## src/rtl/RS5_pkg.sv

```systemverilog
// Shared vector-unit types: FSM states, LMUL encodings and register-group helpers.
// Reused by the ALU sequencer and the load/store unit.
package RS5_pkg;

  typedef enum logic [1:0] {
    V_IDLE = 2'd0,
    V_EXEC = 2'd1,
    V_END  = 2'd2
  } vector_states_e;

  // Encoding follows the vtype.vlmul field.
  typedef enum logic [2:0] {
    LMUL_1    = 3'b000,
    LMUL_2    = 3'b001,
    LMUL_4    = 3'b010,
    LMUL_8    = 3'b011,
    LMUL_RSVD = 3'b100,
    LMUL_1_8  = 3'b101,
    LMUL_1_4  = 3'b110,
    LMUL_1_2  = 3'b111
  } vlmul_e;

  // Fractional LMUL still occupies one whole register.
  function automatic logic [3:0] lmul_group_size(input vlmul_e vlmul);
    logic [3:0] n;
    n = 4'd1;
    case (vlmul)
      LMUL_2:  n = 4'd2;
      LMUL_4:  n = 4'd4;
      LMUL_8:  n = 4'd8;
      default: n = 4'd1;
    endcase
    return n;
  endfunction

  // Index of the final step for a group; widening doubles the step count.
  function automatic logic [3:0] lmul_last_step(input vlmul_e vlmul, input logic widening);
    logic [4:0] steps;
    steps = widening ? {lmul_group_size(vlmul), 1'b0} : {1'b0, lmul_group_size(vlmul)};
    return 4'(steps - 5'd1);
  endfunction

endpackage

```

## src/rtl/vector_exec_sequencer.sv

```systemverilog
// Issue-side sequencer for the vector ALU: walks the LMUL register group one
// step per cycle, honours ALU hold and VRF stall, and emits registered write strobes.
module vector_exec_sequencer
  import RS5_pkg::*;
#(
  parameter int VLEN      = 64,
  parameter int MAX_GROUP = 8
) (
  input  logic                     clk,
  input  logic                     reset,
  input  logic                     start_i,
  input  vlmul_e                   vlmul_i,
  input  logic [$bits(VLEN)-1:0]   vl_i,
  input  logic                     widening_i,
  input  logic                     reduction_i,
  input  logic                     alu_hold_i,
  input  logic                     stall_i,
  output vector_states_e           current_state_o,
  output logic [3:0]               cycle_count_o,
  output logic [3:0]               cycle_count_r_o,
  output logic                     widen_hi_o,
  output logic                     write_enable_o,
  output logic [3:0]               write_offset_o,
  output logic                     busy_o,
  output logic                     done_o
);

  localparam int STEP_W = $clog2(2 * MAX_GROUP);

  vector_states_e      state;
  logic [STEP_W-1:0]   step;
  logic [STEP_W-1:0]   last_step;
  logic                widening;
  logic                reduction;
  logic                advance;
  logic                final_step;

  assign advance    = (state == V_EXEC) && !alu_hold_i && !stall_i;
  assign final_step = (step == last_step);

  // State and step counter; captured fields are dropped on the way back to idle.
  always_ff @(posedge clk or posedge reset) begin
    if (reset) begin
      state     <= V_IDLE;
      step      <= '0;
      last_step <= '0;
      widening  <= 1'b0;
      reduction <= 1'b0;
    end else begin
      case (state)
        V_IDLE: begin
          if (start_i) begin
            if (vl_i != '0) begin
              state     <= V_EXEC;
              step      <= '0;
              last_step <= STEP_W'(lmul_last_step(vlmul_i, widening_i));
              widening  <= widening_i;
              reduction <= reduction_i;
            end else begin
              state <= V_END;
            end
          end
        end
        V_EXEC: begin
          if (advance) begin
            if (final_step) begin
              state <= V_END;
            end else begin
              step <= step + 1'b1;
            end
          end
        end
        V_END: begin
          state     <= V_IDLE;
          step      <= '0;
          last_step <= '0;
          widening  <= 1'b0;
          reduction <= 1'b0;
        end
        default: begin
          state <= V_IDLE;
        end
      endcase
    end
  end

  // The ALU result demux is registered, so the strobe lags the advancing step by one clock.
  always_ff @(posedge clk or posedge reset) begin
    if (reset) begin
      write_enable_o <= 1'b0;
      write_offset_o <= '0;
    end else begin
      write_enable_o <= advance && (!reduction || final_step);
      if (advance) begin
        write_offset_o <= reduction ? 4'd0 : 4'(step);
      end
    end
  end

  always_ff @(posedge clk or posedge reset) begin
    if (reset) begin
      cycle_count_r_o <= '0;
    end else begin
      cycle_count_r_o <= cycle_count_o;
    end
  end

  assign current_state_o = state;
  assign cycle_count_o   = widening ? 4'(step >> 1) : 4'(step);
  assign widen_hi_o      = widening & step[0];
  assign busy_o          = (state != V_IDLE);
  assign done_o          = (state == V_END);

endmodule

```

## config.mk

```make
export PLATFORM = sky130hd
export DESIGN_NAME = vector_exec_sequencer
export DESIGN_NICKNAME = d
export VERILOG_FILES = /design/src/rtl/RS5_pkg.sv /design/src/rtl/vector_exec_sequencer.sv
export SDC_FILE = /design/constraint.sdc
export NUM_CORES = 1
export LEC_CHECK = 0
export ABC_AREA = 1
export BUFFER_PORTS_ARGS = -buffer_cell sky130_fd_sc_hd__buf_2
export CAP_MARGIN = 20
export CELL_PAD_IN_SITES_DETAIL_PLACEMENT = 1
export CELL_PAD_IN_SITES_GLOBAL_PLACEMENT = 2
export CORE_UTILIZATION = 23
export CTS_CLUSTER_SIZE = 10
export DETAILED_ROUTE_END_ITERATION = 16
export PLACE_DENSITY = 0.78
export SYNTH_ARGS = -nofsm -noshare
export SYNTH_HDL_FRONTEND = slang
export SYNTH_SLANG_ARGS = --single-unit
```

## constraint.sdc

```tcl
create_clock -name clk -period 1.61 [get_ports clk]
set_input_delay 0.161 -clock clk [delete_from_list [all_inputs] [get_ports clk]]
set_output_delay 0.161 -clock clk [all_outputs]
set_load 0.005 [all_outputs]
```

==> reports/metrics.json <==
{
  "status": {"value": "finished, final reports clean"},
  "setup.worst_path.start_class": {"value": "flip-flop"},
  "totalWireLength": {"value": 3215, "unit": "microns"},
  "post_route_setup_tns": {"value": 0, "unit": "ns"},
  "share_of_synthesized_flip_flops_with_an_asynchronous_set_or_reset": {"value": 100.0, "unit": "%"},
  "global_route.peak_usage_layer": {"value": "met2"},
  "cts-hold-fix-buffers": {"value": 1},
  "largest_net_degree_at_the_start_of_global_routing": {"value": 22},
  "dr.pass1.iters": {"value": 4},
  "grt_antenna_before_repair": {"value": 0},
  "p_per_area": {"value": 1305, "unit": "mW/mm^2"},
  "yosys.area.top_type_share": {"value": 43.57, "unit": "%"},
  "cts-root-to-sink-buffers": {"value": 2},
  "hold_path_cells": {"value": 4},
  "grt_util_met2": {"value": 23.92, "unit": "%"},
  "netlist_instances": {"value": 164},
  "worst_slew_pin_slew": {"value": 0.3296, "unit": "ns"},
  "cts_setup_buffers": {"value": 0},
  "cpMaxStageDelayCell": {"value": "sky130_fd_sc_hd__dfrtp_1"},
  "die_area": {"value": 0.005538, "unit": "sq mm"},
  "static-leakage-power": {"value": 0.9473, "unit": "nW"},
  "final_setup_skew": {"value": 0.001736, "unit": "ns"},
  "vias_per_cell": {"value": 4.174},
  "critical_path_buf_inv_count": {"value": 4},
  "use_met3": {"value": 2.846, "unit": "%"},
  "max-slew-margin-rel": {"value": 77.82, "unit": "%"},
  "finalSetupViolations": {"value": 0},
  "final-hold-violation-count": {"value": 0},
  "tritoncts": {"value": "done"},
  "ctsRootBufferMaster": {"value": "sky130_fd_sc_hd__clkbuf_8"},
  "place_area": {"value": 0.001617, "unit": "sq mm"},
  "post-synth-top-area-cell": {"value": "sky130_fd_sc_hd__dfrtp_1"},
  "detail-route-antenna-nets": {"value": 0},
  "cts_made_buffers": {"value": 3},
  "synth.yosys.seq_area_share": {"value": 43.57, "unit": "%"},
  "synth.cells.most_frequent": {"value": "47 x sky130_fd_sc_hd__nand2_1, 35 x sky130_fd_sc_hd__nor2_1, 21 x sky130_fd_sc_hd__dfrtp_1"},
  "drt_drc": {"value": 0},
  "floorplan.initialDensity": {"value": 24.72, "unit": "%"},
  "highest_net_fanout_along_the_worst_path": {"value": 9},
  "synth.most_common_cell": {"value": "sky130_fd_sc_hd__nand2_1"},
  "synth_cell_type_count": {"value": 23},
  "finalInstanceArea": {"value": 0.001673, "unit": "sq mm"},
  "synth_top_flop_cell": {"value": "sky130_fd_sc_hd__dfrtp_1"},
  "period_share": {"value": 92.66, "unit": "%"},
  "number_of_cells_traversed_by_the_worst_register_to_register_path": {"value": 9},
  "area_overhead_vs_synth": {"value": 38.69, "unit": "%"},
  "ir_drop": {"value": 0.3378, "unit": "mV"},
  "synth-edff-count": {"value": 0},
  "cp_slowest_stage_delay": {"value": 0.43, "unit": "ns"},
  "clock_insertion_delay_worst_skew": {"value": 0.26, "unit": "ns"},
  "worst-endpoint-arrival": {"value": 1.33, "unit": "ns"},
  "via_count": {"value": 1244},
  "max_slew_vio_count": {"value": 0},
  "crit_cells": {"value": 5},
  "grt.total_usage": {"value": 13.05, "unit": "%"},
  "worstPathCellList": {"value": "inv_2 > buf_4 > nand2_1 > inv_1 > buf_2"},
  "drt_iter0_markers": {"value": 45},
  "post_cts_resized": {"value": 0},
  "drt-wirelength-per-cell": {"value": 10.79, "unit": "microns"},
  "die_h": {"value": 74.42, "unit": "microns"},
  "synth_warnings": {"value": 0},
  "placement_rows": {"value": 25},
  "finalWorstPathRequiredPeriod": {"value": 1.492, "unit": "ns"},
  "hold_class": {"value": "in -> reg"},
  "gpl.final_weighted_congestion": {"value": 0.7340},
  "syn-mean-instance-area": {"value": 7.355, "unit": "sq um"},
  "dp_hpwl": {"value": 2650, "unit": "microns"},
  "setup_crit_end_kind": {"value": "primary output"},
  "max_clock_freq": {"value": 670.3, "unit": "MHz"},
  "cts-htree-levels": {"value": 1},
  "synthesis.area": {"value": 0.001206, "unit": "sq mm"},
  "required": {"value": 1.45, "unit": "ns"},
  "cts.sinks": {"value": 21},
  "grt_overflow_total": {"value": 0},
  "antenna_cells": {"value": 0},
  "place.port_buffers": {"value": 59},
  "netlist_top_cells_area": {"value": "sky130_fd_sc_hd__dfrtp_1 44%, sky130_fd_sc_hd__nand2_1 15%, sky130_fd_sc_hd__nor2_1 11%"},
  "cap_viol_max_count": {"value": 0},
  "globalRouteMet1Util": {"value": 15.45, "unit": "%"},
  "ys_ff_latch": {"value": 21},
  "top_level_ports": {"value": 60},
  "critical_path_class": {"value": "reg -> out"},
  "category_of_cells_accounting_for_the_largest_share_of_critical_path_delay": {"value": "buffers and inverters"},
  "setup_repair_after_global_routing_missed_its_margin": {"value": "no"},
  "grt_pass1_vias": {"value": 1249},
  "path_clk_slew": {"value": 0.08, "unit": "ns"},
  "drive_above_1_share": {"value": 34.63, "unit": "%"},
  "layout.nets": {"value": 275},
  "synthesis.nets": {"value": 207},
  "first_pass_grt_wire_length": {"value": 5513, "unit": "microns"},
  "floorplan.die.width": {"value": 74.42, "unit": "microns"},
  "core_area": {"value": 0.004880, "unit": "sq mm"}
}
path summary, 6_finish.rpt:
check / from / end / slack, ns
min: alu_hold_i / write_offset_o[2] / 0.23
max: current_state_o[0] / done_o / 0.12
min reg2reg: write_offset_o[2] / write_offset_o[2] / 0.48
max reg2reg: current_state_o[1] / step[1] / 0.21
min in group asynchronous: reset / cycle_count_r_o[2] / 0.48
max in group asynchronous: reset / step[2] / 0.92
report_power, final:
part / leakage, nW / total (mW) / switching, mW / internal (mW)
sequential: 0.279 / 0.838 / 0.147 / 0.691
combinational: 0.643 / 1.00 / 0.600 / 0.403
clock: 0.0255 / 0.342 / 0.170 / 0.172
total: 0.947 / 2.18 / 0.917 / 1.27
through the flow:
stage          utilization, %  instances  total power [mW]  hold WS, ns  setup slack, ns
2_1_floorplan               -        164             1.465       0.1375           0.3401
3_3_place_gp            33.13        293             1.851       0.2074           0.2687
3_5_place_dp            33.13        293             1.867       0.2163           0.2328
4_1_cts                 34.28        298             2.221       0.2217           0.1051
5_1_grt                 34.28        298             2.386       0.2342          0.02130
6_report                34.28        298             2.184       0.2298           0.1182
metal layers:
metal / vias to the layer above / routed length, microns
met5: - / 0
met4: 0 / 19
met3: 2 / 171
met2: 40 / 1547
met1: 547 / 1477
li1: 655 / -
sequential cells by signal, indices dropped and copies added (netlist names):
register	cells
reduction	1
cycle_count_r_o	4
step	4
current_state_o	2
last_step	4
write_enable_o	1
widening	1
write_offset_o	4
kinds of logic (layout without fill, tap and decap cells):
family / after synthesis / count (layout) / synth area share (%)
buffers and inverters: 19 / 86 / 6.120
AND/OR/NAND/NOR: 105 / 105 / 38.80
AO/OA/AOI/OAI: 12 / 12 / 6.120
XOR/XNOR: 6 / 6 / 4.357
flip-flops: 21 / 21 / 43.57
adder cells (fa/ha/maj): 1 / 1 / 1.037
placed cells by master, fill, tap and decap left out, drive strengths merged:
master | Yosys | layout
ha | 1 | 1
xnor2 | 1 | 1
nor2 | 37 | 37
o21ai | 5 | 5
nand4 | 8 | 8
clkbuf | 1 | 3
inv | 16 | 16
a21oi | 3 | 3
o31ai | 4 | 4
dlygate4sd3 | 0 | 1
nor4 | 1 | 1
nand2 | 51 | 51
dfrtp | 21 | 21
nand3 | 5 | 5
buf | 2 | 65
nor3 | 1 | 1
xor2 | 5 | 5
nand3b | 2 | 2
clkinv | 0 | 1
worst register-to-register path, cell delays in order (launching register included):
cell                      delay (ns)
sky130_fd_sc_hd__dfrtp_1        0.49
sky130_fd_sc_hd__nor2_2         0.10
sky130_fd_sc_hd__nand2_4        0.11
sky130_fd_sc_hd__nand2_2        0.07
sky130_fd_sc_hd__nor2_1         0.15
sky130_fd_sc_hd__nand2_1        0.09
sky130_fd_sc_hd__nand2_2        0.10
sky130_fd_sc_hd__nand2_2        0.08
sky130_fd_sc_hd__nand2_1        0.06
sky130_fd_sc_hd__nand2_1        0.05
layout make-up:
class                           count  area [sq um]
Multi-Input combinational cell    124         606.8
Sequential cell                    21         525.5
Timing Repair Buffer               66         350.3
Tap cell                           67         83.83
Clock buffer                        3         41.29
Clock inverter                      1         5.005
Inverter                           16         60.06
Fill cell                         659          3207
Note: power is estimated with default switching activity, not from simulation.
